===== src/rtl/dm_ctrl_pkg.sv =====
// rtl/dm_ctrl_pkg.sv - shared size/state codes and lane helpers for the M-stage memory controller
package dm_ctrl_pkg;

    typedef enum logic [1:0] {
        SZ_B = 2'd0,
        SZ_H = 2'd1,
        SZ_W = 2'd2,
        SZ_R = 2'd3
    } size_e;

    typedef enum logic [1:0] {
        S_IDLE = 2'd0,
        S_BUSY = 2'd1,
        S_DONE = 2'd2
    } state_e;

    typedef struct packed {
        logic        write;
        logic [1:0]  size;
        logic        sgn;
        logic [31:0] addr;
        logic [31:0] wdata;
    } req_t;

    function automatic logic is_illegal(input logic [1:0] size, input logic [1:0] off);
        case (size)
            SZ_B:    is_illegal = 1'b0;
            SZ_H:    is_illegal = off[0];
            SZ_W:    is_illegal = |off;
            default: is_illegal = 1'b1;
        endcase
    endfunction

    function automatic logic [3:0] byte_en(input logic [1:0] size, input logic [1:0] off);
        case (size)
            SZ_B:    byte_en = 4'b0001 << off;
            SZ_H:    byte_en = off[1] ? 4'b1100 : 4'b0011;
            default: byte_en = 4'b1111;
        endcase
    endfunction

    function automatic logic [31:0] lane_wdata(input logic [1:0] size, input logic [31:0] wdata);
        case (size)
            SZ_B:    lane_wdata = {4{wdata[7:0]}};
            SZ_H:    lane_wdata = {2{wdata[15:0]}};
            default: lane_wdata = wdata;
        endcase
    endfunction

endpackage


===== src/rtl/dm_ctrl_if.sv =====
// rtl/dm_ctrl_if.sv - pipeline request and data-memory bus signals of the M-stage controller
interface dm_ctrl_if;
    logic        req_valid;
    logic        req_write;
    logic [1:0]  req_size;
    logic        req_signed;
    logic [31:0] req_addr;
    logic [31:0] req_wdata;
    logic        stall;
    logic [31:0] rdata;
    logic        rdata_valid;
    logic        align_err;
    logic        bus_err;
    logic        mem_req;
    logic        mem_we;
    logic [31:0] mem_addr;
    logic [3:0]  mem_be;
    logic [31:0] mem_wdata;
    logic        mem_ack;
    logic [31:0] mem_rdata;

    modport master (
        input  req_valid, req_write, req_size, req_signed, req_addr, req_wdata,
        input  mem_ack, mem_rdata,
        output stall, rdata, rdata_valid, align_err, bus_err,
        output mem_req, mem_we, mem_addr, mem_be, mem_wdata
    );

    modport slave (
        output req_valid, req_write, req_size, req_signed, req_addr, req_wdata,
        output mem_ack, mem_rdata,
        input  stall, rdata, rdata_valid, align_err, bus_err,
        input  mem_req, mem_we, mem_addr, mem_be, mem_wdata
    );
endinterface


===== src/rtl/dm_ctrl_ld_fmt.sv =====
// rtl/dm_ctrl_ld_fmt.sv - selects the addressed byte/half lane of a bus word and extends it to 32 bits
module ld_fmt
    import dm_ctrl_pkg::*;
(
    input  logic [31:0] word_i,
    input  logic [1:0]  off_i,
    input  logic [1:0]  size_i,
    input  logic        sgn_i,
    output logic [31:0] data_o
);
    logic [7:0]  byte_lane;
    logic [15:0] half_lane;

    always_comb begin
        byte_lane = word_i[{off_i, 3'b000} +: 8];
        half_lane = off_i[1] ? word_i[31:16] : word_i[15:0];
        case (size_i)
            SZ_B:    data_o = {{24{sgn_i & byte_lane[7]}}, byte_lane};
            SZ_H:    data_o = {{16{sgn_i & half_lane[15]}}, half_lane};
            default: data_o = word_i;
        endcase
    end
endmodule


===== src/rtl/dm_ctrl.sv =====
// rtl/dm_ctrl.sv - M-stage load/store controller: latches one request, drives the bus until ack or
// timeout, then presents formatted load data or a bus error for one cycle while the pipeline advances.
module dm_ctrl
    import dm_ctrl_pkg::*;
#(
    parameter int TIMEOUT   = 16,
    parameter int CNT_WIDTH = 5
) (
    input  logic     clk,
    input  logic     rst,
    dm_ctrl_if.master bus
);
    localparam logic [CNT_WIDTH-1:0] CNT_LAST = CNT_WIDTH'(TIMEOUT - 1);

    state_e               state_q, state_d;
    logic [CNT_WIDTH-1:0] cnt_q, cnt_d;
    req_t                 req_q, req_d;
    logic                 abort_q, abort_d;
    logic [31:0]          rdata_q, rdata_d;
    logic                 illegal;
    logic [31:0]          fmt_data;

    ld_fmt u_ld_fmt (
        .word_i (bus.mem_rdata),
        .off_i  (req_q.addr[1:0]),
        .size_i (req_q.size),
        .sgn_i  (req_q.sgn),
        .data_o (fmt_data)
    );

    assign illegal = is_illegal(bus.req_size, bus.req_addr[1:0]);

    always_ff @(posedge clk) begin
        if (!rst) begin
            state_q <= S_IDLE;
            cnt_q   <= '0;
            req_q   <= '0;
            abort_q <= 1'b0;
            rdata_q <= '0;
        end else begin
            state_q <= state_d;
            cnt_q   <= cnt_d;
            req_q   <= req_d;
            abort_q <= abort_d;
            rdata_q <= rdata_d;
        end
    end

    always_comb begin
        state_d         = state_q;
        cnt_d           = cnt_q;
        req_d           = req_q;
        abort_d         = abort_q;
        rdata_d         = rdata_q;
        bus.mem_req     = 1'b0;
        bus.mem_we      = 1'b0;
        bus.mem_addr    = '0;
        bus.mem_be      = '0;
        bus.mem_wdata   = '0;
        bus.rdata_valid = 1'b0;
        bus.bus_err     = 1'b0;
        bus.rdata       = rdata_q;
        // The pipeline is released in DONE so it advances exactly once per completed access.
        bus.stall       = bus.req_valid && !illegal && (state_q != S_DONE);
        bus.align_err   = bus.req_valid && (state_q == S_IDLE) && illegal;

        case (state_q)
            S_IDLE: begin
                if (bus.req_valid && !illegal) begin
                    req_d.write = bus.req_write;
                    req_d.size  = bus.req_size;
                    req_d.sgn   = bus.req_signed;
                    req_d.addr  = bus.req_addr;
                    req_d.wdata = bus.req_wdata;
                    cnt_d       = '0;
                    abort_d     = 1'b0;
                    rdata_d     = '0;
                    state_d     = S_BUSY;
                end
            end
            S_BUSY: begin
                bus.mem_req   = 1'b1;
                bus.mem_we    = req_q.write;
                bus.mem_addr  = {req_q.addr[31:2], 2'b00};
                bus.mem_be    = byte_en(req_q.size, req_q.addr[1:0]);
                bus.mem_wdata = lane_wdata(req_q.size, req_q.wdata);
                cnt_d         = cnt_q + CNT_WIDTH'(1);
                // An ack on the final counted cycle still wins over the timeout.
                if (bus.mem_ack) begin
                    if (!req_q.write) begin
                        rdata_d = fmt_data;
                    end
                    state_d = S_DONE;
                end else if (cnt_q == CNT_LAST) begin
                    abort_d = 1'b1;
                    rdata_d = '0;
                    state_d = S_DONE;
                end
            end
            S_DONE: begin
                bus.rdata_valid = !req_q.write && !abort_q;
                bus.bus_err     = abort_q;
                state_d         = S_IDLE;
            end
            default: begin
                state_d = S_IDLE;
            end
        endcase
    end
endmodule

===== src/flat_wrapper.sv =====
// flat-port wrapper written by rule: the top's interface ports become plain ports
module dm_ctrl_flat import dm_ctrl_pkg::*;
#(
    parameter int TIMEOUT   = 16,
    parameter int CNT_WIDTH = 5
)
  (clk, rst, bus_req_valid, bus_req_write, bus_req_size, bus_req_signed, bus_req_addr, bus_req_wdata, bus_mem_ack, bus_mem_rdata, bus_stall, bus_rdata, bus_rdata_valid, bus_align_err, bus_bus_err, bus_mem_req, bus_mem_we, bus_mem_addr, bus_mem_be, bus_mem_wdata);
  dm_ctrl_if bus_i ();
  input  logic clk;
  input  logic rst;
  input wire logic [$bits(bus_i.req_valid)-1:0] bus_req_valid;
  input wire logic [$bits(bus_i.req_write)-1:0] bus_req_write;
  input wire logic [$bits(bus_i.req_size)-1:0] bus_req_size;
  input wire logic [$bits(bus_i.req_signed)-1:0] bus_req_signed;
  input wire logic [$bits(bus_i.req_addr)-1:0] bus_req_addr;
  input wire logic [$bits(bus_i.req_wdata)-1:0] bus_req_wdata;
  input wire logic [$bits(bus_i.mem_ack)-1:0] bus_mem_ack;
  input wire logic [$bits(bus_i.mem_rdata)-1:0] bus_mem_rdata;
  output wire logic [$bits(bus_i.stall)-1:0] bus_stall;
  output wire logic [$bits(bus_i.rdata)-1:0] bus_rdata;
  output wire logic [$bits(bus_i.rdata_valid)-1:0] bus_rdata_valid;
  output wire logic [$bits(bus_i.align_err)-1:0] bus_align_err;
  output wire logic [$bits(bus_i.bus_err)-1:0] bus_bus_err;
  output wire logic [$bits(bus_i.mem_req)-1:0] bus_mem_req;
  output wire logic [$bits(bus_i.mem_we)-1:0] bus_mem_we;
  output wire logic [$bits(bus_i.mem_addr)-1:0] bus_mem_addr;
  output wire logic [$bits(bus_i.mem_be)-1:0] bus_mem_be;
  output wire logic [$bits(bus_i.mem_wdata)-1:0] bus_mem_wdata;
  assign bus_i.req_valid = bus_req_valid;
  assign bus_i.req_write = bus_req_write;
  assign bus_i.req_size = bus_req_size;
  assign bus_i.req_signed = bus_req_signed;
  assign bus_i.req_addr = bus_req_addr;
  assign bus_i.req_wdata = bus_req_wdata;
  assign bus_i.mem_ack = bus_mem_ack;
  assign bus_i.mem_rdata = bus_mem_rdata;
  assign bus_stall = bus_i.stall;
  assign bus_rdata = bus_i.rdata;
  assign bus_rdata_valid = bus_i.rdata_valid;
  assign bus_align_err = bus_i.align_err;
  assign bus_bus_err = bus_i.bus_err;
  assign bus_mem_req = bus_i.mem_req;
  assign bus_mem_we = bus_i.mem_we;
  assign bus_mem_addr = bus_i.mem_addr;
  assign bus_mem_be = bus_i.mem_be;
  assign bus_mem_wdata = bus_i.mem_wdata;
  dm_ctrl #(.TIMEOUT(TIMEOUT), .CNT_WIDTH(CNT_WIDTH)) u_core (.clk(clk), .rst(rst), .bus(bus_i));
endmodule

===== config.mk =====
export PLATFORM = sky130hd
export DESIGN_NAME = dm_ctrl_flat
export DESIGN_NICKNAME = d
export VERILOG_FILES = /design/src/rtl/dm_ctrl_pkg.sv /design/src/rtl/dm_ctrl_if.sv /design/src/rtl/dm_ctrl_ld_fmt.sv /design/src/rtl/dm_ctrl.sv /design/src/flat_wrapper.sv
export SDC_FILE = /design/constraint.sdc
export NUM_CORES = 1
export LEC_CHECK = 0
export CORE_UTILIZATION = 48
export DETAILED_ROUTE_END_ITERATION = 16
export GPL_TIMING_DRIVEN = 0
export PLACE_DENSITY = 0.94
export SKIP_LAST_GASP = 1
export SLEW_MARGIN = 20
export SYNTH_ARGS = -nofsm -noshare
export SYNTH_HDL_FRONTEND = slang
export SYNTH_SLANG_ARGS = --single-unit

===== constraint.sdc =====
create_clock -name clk -period 6.5 [get_ports clk]
set_clock_uncertainty 0.15 [all_clocks]
set_input_delay 1.3 -clock clk [delete_from_list [all_inputs] [get_ports clk]]
set_output_delay 1.3 -clock clk [all_outputs]
set_load 0.01 [all_outputs]

; Word level (Yosys, flattened, before mapping)
; Index checks and enable logic that the tools add are counted.
[totals]
register_bits = 108
input_bits = 104
output_inout_bits = 106
elab_cells = 72
[op_classes]
addsub = 1
eq_ne = 12
shift = 2
mux = 28
bitwise_logic = 2
n_reduce_logical = 18
[op_table]
columns = operator, n
row1 = 2-to-1 mux 32 bit, 6
row2 = one-hot mux 32 bit (2 select lines), 3
row3 = variable part select 32 x 6 -> 8 bit, 1
row4 = 2-to-1 mux 16 bit, 1
row5 = one-hot mux 5 bit (2 select lines), 1
row6 = 2-to-1 mux 4 bit, 2
row7 = one-hot mux 4 bit (2 select lines), 1
row8 = AND reduction 4 bit, 2
row9 = 2-to-1 mux 1 bit, 7
row10 = == test 2 x 1 -> 1 bit (second input constant), 3
row11 = logical NOT 2 bit, 3
row12 = 2-to-1 mux 2 bit, 3
row13 = AND reduction 2 bit, 3
row14 = adder 5 x 1 -> 5 bit (second input constant), 1
row15 = == test 5 x 4 -> 1 bit (second input constant), 1
row16 = logical AND 1 bit, 5
row17 = 2-to-1 mux 5 bit, 1
row18 = == test 2 bit (second input constant), 2
row19 = != test 2 x 1 -> 1 bit (second input constant), 2
row20 = != test 2 bit (second input constant), 2
row21 = one-hot mux 2 bit (2 select lines), 1
row22 = << shifter 1 x 2 -> 4 bit (first input constant), 1
row23 = logical NOT 1 bit, 3
row24 = != test 3 x 2 -> 1 bit (second input constant), 1
row25 = 6 further kinds, 7

; Longest topological paths before layout
; Gate-level depths: netlist (run 1).
[depth]
ltp_word = 6
mapped_depth = 8
ltp_nobuf = 7

; Hierarchy
; A second synthesis (run 1) with hierarchy kept.
[hier_totals]
hier_cells = 768
area_unflattened_um2 = 6129.6
[modules_own_cells]
columns = module, n_inst, cells_each, area_each_um2, seq_area_each_um2
row1 = dm_ctrl, 1, 645, 5424.0, 2162.1
row2 = ld_fmt, 1, 123, 705.7, 0.0

; Least setup slack after synthesis (run 1)
; Ideal clock, no wire load.
[synth_path]
kind = input -> output
start = input bus_req_valid
end = output bus_align_err
arrival_ns = 1.924
required_time_ns = 5.050
path_slack_ns = 3.126
stages = 2
n_path_buf = 0
path_cell_list = or3b_1 nor3_1
[synth_via]
elab_chain_len = 2
[synth_lines]
columns = element, line
row1 = "start, declared", flat_wrapper.sv:11  ; input wire logic [$bits(bus_i.req_valid)-1:0] bus_req_valid;
row2 = logical AND 1 bit (2 in a row), dm_ctrl.sv:65  ; bus.align_err = bus.req_valid && (state_q == S_IDLE) && illegal;
row3 = "end, declared", flat_wrapper.sv:22  ; output wire logic [$bits(bus_i.align_err)-1:0] bus_align_err;
; No other way between the ends.

; Worst setup path after layout (run 1)
[layout_path]
start = input bus_req_addr[0]
end = output bus_stall
[layout_via]
elab_chain_len = 5
[layout_lines]
columns = element, line
row1 = "start, declared", flat_wrapper.sv:15  ; input wire logic [$bits(bus_i.req_addr)-1:0] bus_req_addr;
row2 = OR reduction 2 bit, dm_ctrl_pkg.sv:29  ; SZ_W: is_illegal = |off;
row3 = one-hot mux 1 bit (3 select lines) (*), dm_ctrl_pkg.sv:26  ; case (size)
row4 = logical NOT 1 bit (*), dm_ctrl.sv:64  ; bus.stall = bus.req_valid && !illegal && (state_q != S_DONE);
row5 = logical AND 1 bit (*) (2 in a row), dm_ctrl.sv:64
row6 = "end, declared", flat_wrapper.sv:19  ; output wire logic [$bits(bus_i.stall)-1:0] bus_stall;
; Mark *: on every way between the ends. The rest lies on a longest branch, timed or not.

==> flow_summary_export.csv, run 1 <==
group,metric,value,unit
layout,layout.nets,982,
clock_tree,clk_latency,0.35,ns
floorplanning,rows,38,
critical_path,crit_fanout,4,
placement,dpl_worst_slack,2.16,ns
logic_synthesis,synth.distinct_cells,54,
global_routing,grt_start_max_net_pins,19,
floorplanning,die_h,109,um
route,drt_iter0_markers,272,
clock_tree,root_buffer,"clkbuf_16",
floorplanning,start_util,0.501,
floorplanning,chipWidth,109,um
logic_synthesis,synth_enable_flop_cells,0,
logic_synthesis,synth_top_family_by_area,"compound AO/OA/AOI/OAI gates",
critical_path,start_kind,"input pin",
clock_tree,cts_tree,"done",
layout,drive_gt1_frac,0.0749,
flow_run,cap_viol_max_count,0,
layout,layout_commonest_cell,"clkdlybuf4s50_1",
logic_synthesis,yosys_register_bits,108,
logic_synthesis,yosysWarningCount,0,
route,antenna_left,0,
logic_synthesis,synthSimpleGateAreaFrac,0.242,
global_routing,grt_use_total,0.305,
logic_synthesis,syn_inst,658,
clock_tree,cts.path.max_buffers,2,
route,drt-pass1-iter-count,5,
placement,dpl_cell_area,7740,um2
critical_path,worstPathRequired,5.05,ns
sta,slew_headroom,0.553,
critical_path,criticalPathCategory,"input pin to output pin",
sta,rsz0062_at_grt,"no",
logic_synthesis,synth_compound_area_frac,0.256,
clock_tree,holdBufCountCts,0,
sta,worst_pin_slew,0.671,ns
logic_synthesis,ys_seq_area_frac,0.393,
power,powerDensity,196,nW/um2
global_routing,antenna_found_initial,0,
sta,layout_min_cycle_time,4.35,ns
global_routing,first_global_vias,5589,
critical_path,crit_arrival,2.90,ns
clock_tree,cts_buffers,9,
route,vias,5654,
route,via_per_inst,5.54,
global_routing,overflow,0,
hold_path,hp-class,"flip-flop to flip-flop",
logic_synthesis,syn_area,5500,um2
sta,maxSlewViolCount,0,
run_status,outcome,"finished, final reports clean",
route,drc,0,
layout,utilization,0.734,
sta,fin_ws,2.15,ns
logic_synthesis,synth_area_leader_cell,"dfxtp_1",
floorplanning,fp.coreArea,11000,um2
logic_synthesis,synth.top_cell.area_share,0.393,
logic_synthesis,synth_fa_ha_area_frac,0.00455,
logic_synthesis,synthXorXnorAreaFrac,0,
placement,globalplace.congestion,0.906,
critical_path,crit_top_cell,"clkdlybuf4s50_1",
logic_synthesis,yosys-top-cells-area,"dfxtp_1 39%, nand2_1 11%, a21boi_1 9.3%",
clock_tree,cts_setup_buffers,0,
layout,antenna_cells,0,
route,drt-total-wl,17600,um
critical_path,critPathCaptureType,"output pin",
logic_synthesis,synth-main-ff-cell,"dfxtp_1",
clock_tree,clkSinkCount,108,
floorplanning,die-area,11900,um2
clock_tree,cts_max_level,3,
sta,layout_worst_path_cycle_share,0.669,
sta,hold_violations,0,
floorplanning,boundaryPins,210,
power,irDropWorstVdd,190,uV
layout,final_cell_area,8070,um2
logic_synthesis,async_reset_ff_frac,0,
layout,area_delta_synth_final,46.7,%
placement,io_buffers,206,
layout,layout_common_cells,"206 x clkdlybuf4s50_1, 166 x nand2_1, 108 x dfxtp_1, 68 x a21boi_1, 40 x and2_1",
power,leakage,2.93,nW
sta,setup_viol,0,
route,wire_per_inst,17.2,um
critical_path,critical_path.cell_chain,"clkdlybuf4s50_1, nor3_4, o21ai_1, a21oi_1, clkdlybuf4s50_1",
logic_synthesis,synth.avg_cell_area,8.36,um2
critical_path,cp_slowest_stage_delay,0.57,ns
power,total_power,1.58,mW
logic_synthesis,synthMuxAreaShare,0.0405,
sta,finalSetupTns,0,ns
critical_path,slowest_stage,"clkdlybuf4s50_1",
global_routing,grt_pass1_wl,27700,um
sta,fmax,0.230,GHz
placement,dpl.hpwl,13100,um
clock_tree,cts_resized,0,
clock_tree,clk_pin_slew_worst_paths,0.07,ns
==> area by class of cell <==
class	count	area, um2
multi-input cells	486	2990
fillers	815	2920
flip-flops and latches	108	2160
repair buffers	206	2060
plain buffers	60	329
clock buffers	9	225
well taps	140	175
clock inverters	7	101
inverters	5	18.8
==> synthesized netlist by cell type (all sizes together) (2+ instances only) <==
| cell type | number |
|---|---|
| nor3 | 5 |
| o21ai | 6 |
| mux2i | 17 |
| inv | 5 |
| nand2 | 166 |
| a221o | 23 |
| a21o | 8 |
| a211oi | 7 |
| mux2 | 2 |
| and3 | 5 |
| a21oi | 28 |
| clkbuf | 26 |
| nand4 | 2 |
| a21boi | 69 |
| a31oi | 8 |
| nor2b | 10 |
| ha | 2 |
| and2b | 3 |
| nor3b | 2 |
| nand2b | 2 |
| dfxtp | 108 |
| nor2 | 33 |
| nor4b | 9 |
| o2bb2ai | 15 |
| o21a | 2 |
| and2 | 40 |
| a221oi | 7 |
| nand3 | 2 |
| buf | 34 |
==> worst max-delay path: cells and delay by family <==
family | cells | cell delay [ns]
buffers and inverters | 2 | 1.07
and+or+nand+nor | 1 | 0.26
AOI/OAI and AO/OA | 2 | 0.27
==> logic make-up (layout without fill, tap and decap cells) <==
| logic type | after synthesis | count (layout) |
|---|---|---|
| AO/OA/AOI/OAI | 181 | 181 |
| flip-flops | 108 | 108 |
| buffers and inverters | 65 | 287 |
| AND/OR/NAND/NOR | 281 | 281 |
| multiplexers | 20 | 20 |
| other | 1 | 2 |
| adder cells (fa/ha/maj) | 2 | 2 |
==> per-stage QoR <==
stage	hold WS, ns	std cells
6_report	0.299	1021
4_1_cts	0.301	1021
2_1_floorplan	0.280	659
5_1_grt	0.317	1021
3_5_place_dp	0.290	1005
3_3_place_gp	0.285	1005
==> metal layers <==
| layer | routed length (um) | global-route usage | vias up |
|---|---|---|---|
| met3 | 1550 | 0.0932 | 42 |
| li1 | - | - | 2711 |
| met1 | 6930 | 0.350 | 2628 |
| met5 | 0 | 0 | - |
| met4 | 520 | 0.127 | 0 |
| met2 | 8600 | 0.521 | 273 |
==> report_power, final <==
| part | switching (mW) | leakage [nW] | total [mW] | internal, mW |
|---|---|---|---|---|
| clock | 0.256 | 0.152 | 0.596 | 0.340 |
| sequential | 0.0175 | 0.877 | 0.704 | 0.686 |
| combinational | 0.139 | 1.90 | 0.279 | 0.139 |
==> sequential cells by signal, indices dropped and copies added, names as in the netlist <==
signal / cells
u_core.state_q: 2
u_core.req_q: 68
u_core.cnt_q: 5
u_core.bus.rdata: 32
u_core.abort_q: 1
==> final timing paths <==
check | end | cells after the start | slack, ns | start
min reg2reg | u_core.req_q[40] | 2 | 0.30 | u_core.req_q[40]
max reg2reg | u_core.bus.rdata[20] | 8 | 4.22 | u_core.cnt_q[0]
min | u_core.req_q[40] | 2 | 0.30 | u_core.req_q[40]
max | bus_stall | 5 | 2.15 | bus_req_addr[0]
Note: power is estimated with default switching activity, not from simulation.
==> run 2: changes to the inputs <==
--- a/config.mk
+++ b/config.mk
@@ -5,10 +5,10 @@
 export SDC_FILE = /design/constraint.sdc
 export NUM_CORES = 1
 export LEC_CHECK = 0
-export CORE_UTILIZATION = 48
+export CORE_UTILIZATION = 40
 export DETAILED_ROUTE_END_ITERATION = 16
 export GPL_TIMING_DRIVEN = 0
-export PLACE_DENSITY = 0.94
+export PLACE_DENSITY = 0.85
 export SKIP_LAST_GASP = 1
 export SLEW_MARGIN = 20
 export SYNTH_ARGS = -nofsm -noshare
==> constraint.sdc (replaced) <==
create_clock -name clk -period 3.6 [get_ports clk]
set_clock_uncertainty 0.15 [all_clocks]
set_input_delay 0.72 -clock clk [delete_from_list [all_inputs] [get_ports clk]]
set_output_delay 0.72 -clock clk [all_outputs]
set_load 0.01 [all_outputs]
==> flow_summary_export.csv, run 2 (same netlist as run 1, synthesis figures left out) <==
group,metric,value,unit
hold_path,hp-class,"flip-flop to flip-flop",
critical_path,worstReg2RegStart,"u_core.cnt_q[0]",
critical_path,cp_slowest_stage_delay,0.57,ns
sta,layout_min_cycle_time,3.40,ns
placement,dpl.hpwl,12900,um
layout,layout.nets,982,
route,antenna_left,0,
sta,slew_headroom,0.584,
clock_tree,cts_tree,"done",
route,drc,0,
critical_path,critPathCaptureType,"output pin",
placement,io_buffers,206,
sta,rsz0062_at_grt,"no",
layout,antenna_cells,0,
critical_path,critical_path.cell_chain,"buf_2, buf_2, buf_2, mux2i_1, nor2_1, a21oi_1, nor2_1, clkdlybuf4s50_1",
floorplanning,chipWidth,119,um
layout,drive_gt1_frac,0.0727,
critical_path,start_kind,"flip-flop",
clock_tree,cts.path.max_buffers,2,
layout,top_register,"u_core.req_q",
sta,setup_viol,0,
route,drt_iter0_markers,288,
clock_tree,root_buffer,"clkbuf_16",
critical_path,r2r_end,"u_core.bus.rdata[26]",
layout,largest_reg_flops,68,
clock_tree,cts_setup_buffers,0,
critical_path,crit_fanout,10,
flow_run,cap_viol_max_count,0,
sta,layout_worst_path_cycle_share,0.943,
placement,place_inst,1041,
power,leakage,2.93,nW
run_status,outcome,"finished, final reports clean",
sta,worst_pin_slew,0.624,ns
clock_tree,cts_resized,0,
critical_path,crit_arrival,2.53,ns
layout,layout_common_cells,"206 x clkdlybuf4s50_1, 166 x nand2_1, 108 x dfxtp_1, 68 x a21boi_1, 40 x and2_1",
route,wire_per_inst,16.1,um
sta,fmax,0.294,GHz
floorplanning,die_h,119,um
sta,hold_violations,0,
layout,final_cell_count_no_fill,1056,
global_routing,first_global_vias,5213,
layout,layout_commonest_cell,"clkdlybuf4s50_1",
critical_path,crit_end,"bus_mem_wdata[29]",
sta,maxSlewViolCount,0,
floorplanning,die-area,14200,um2
sta,hold_ws,0.298,ns
critical_path,crit_top_cell,"buf_2",
global_routing,grt_start_max_net_pins,17,
sta,finalSetupTns,0,ns
layout,fillers,1201,
global_routing,grt_pass1_wl,26700,um
clock_tree,clkSinkCount,108,
floorplanning,fp.coreArea,13300,um2
global_routing,grt_use_total,0.239,
critical_path,criticalPathCategory,"flip-flop to output pin",
floorplanning,rows,42,
clock_tree,cts_max_level,3,
clock_tree,clk_pin_slew_worst_paths,0.07,ns
clock_tree,clk_latency,0.35,ns
route,vias,5568,
floorplanning,start_util,0.412,
floorplanning,boundaryPins,210,
clock_tree,holdBufCountCts,0,
layout,area_delta_synth_final,46.9,%
route,drt-total-wl,17000,um
placement,globalplace.congestion,0.891,
critical_path,worstPathRequired,2.73,ns
critical_path,crit_path_start,"u_core.req_q[65]",
critical_path,slowest_stage,"clkdlybuf4s50_1",
power,powerDensity,342,nW/um2
clock_tree,cts_buffers,9,
route,drt-pass1-iter-count,5,
global_routing,antenna_found_initial,0,
critical_path,ff2ff_path_depth,8,
power,irDropWorstVdd,235,uV
critical_path,ff2ff_setup_slack,1.36,ns
global_routing,overflow,0,
route,via_per_inst,5.27,
[run 2: routing by layer]
layer	wire, um	GRT usage	share of wire	vias up
li1	-	-	-	2714
met1	6960	0.280	0.41	2560
met2	8000	0.407	0.47	259
met3	1580	0.0723	0.093	35
met4	431	0.0894	0.025	0
met5	0	0	0	-
[run 2: worst min path at each step]
stage          slack (ns)  cells past startpoint             start                to
5_1_grt              0.31                      2  u_core.req_q[48]  u_core.req_q[48]
4_1_cts              0.30                      2  u_core.req_q[51]  u_core.req_q[51]
2_1_floorplan        0.28                      2  u_core.req_q[34]  u_core.req_q[34]
6_report             0.30                      2  u_core.req_q[51]  u_core.req_q[51]
3_5_place_dp         0.29                      2  u_core.req_q[51]  u_core.req_q[51]
3_3_place_gp         0.29                      2  u_core.req_q[50]  u_core.req_q[50]
[run 2: where the power goes]
part / internal [mW] / switching, mW / leakage [nW]
logic: 0.252 / 0.247 / 1.90
registers: 1.24 / 0.0307 / 0.877
clock network: 0.556 / 0.438 / 0.146
[run 2: metrics by stage]
stage          worst slack (ns)  total power, mW  utilization  instance area [um2]
2_1_floorplan              1.39             1.55            -                 5500
3_3_place_gp              0.436             1.79        0.583                 7780
3_5_place_dp              0.404             1.79        0.583                 7780
4_1_cts                   0.230             2.78        0.605                 8080
5_1_grt                   0.108             2.87        0.605                 8080
6_report                  0.204             2.76        0.605                 8080
[run 2: area by class of cell]
type	instances	area, um2	share of cell area
Timing Repair Buffer	206	2060	0.255
Clock buffer	11	243	0.0301
Clock inverter	4	48.8	0.00604
Sequential cell	108	2160	0.268
Inverter	5	18.8	0.00232
Buffer	60	329	0.0407
Multi-Input combinational cell	486	2990	0.371
Tap cell	176	220	0.0273
[run 2: critical path: cells and delay by family (launching register included)]
family	cells	cell delay (ns)
compound gates	1	0.05
flops	1	0.30
buf+inv	4	1.37
mux	1	0.12
simple gates	2	0.33
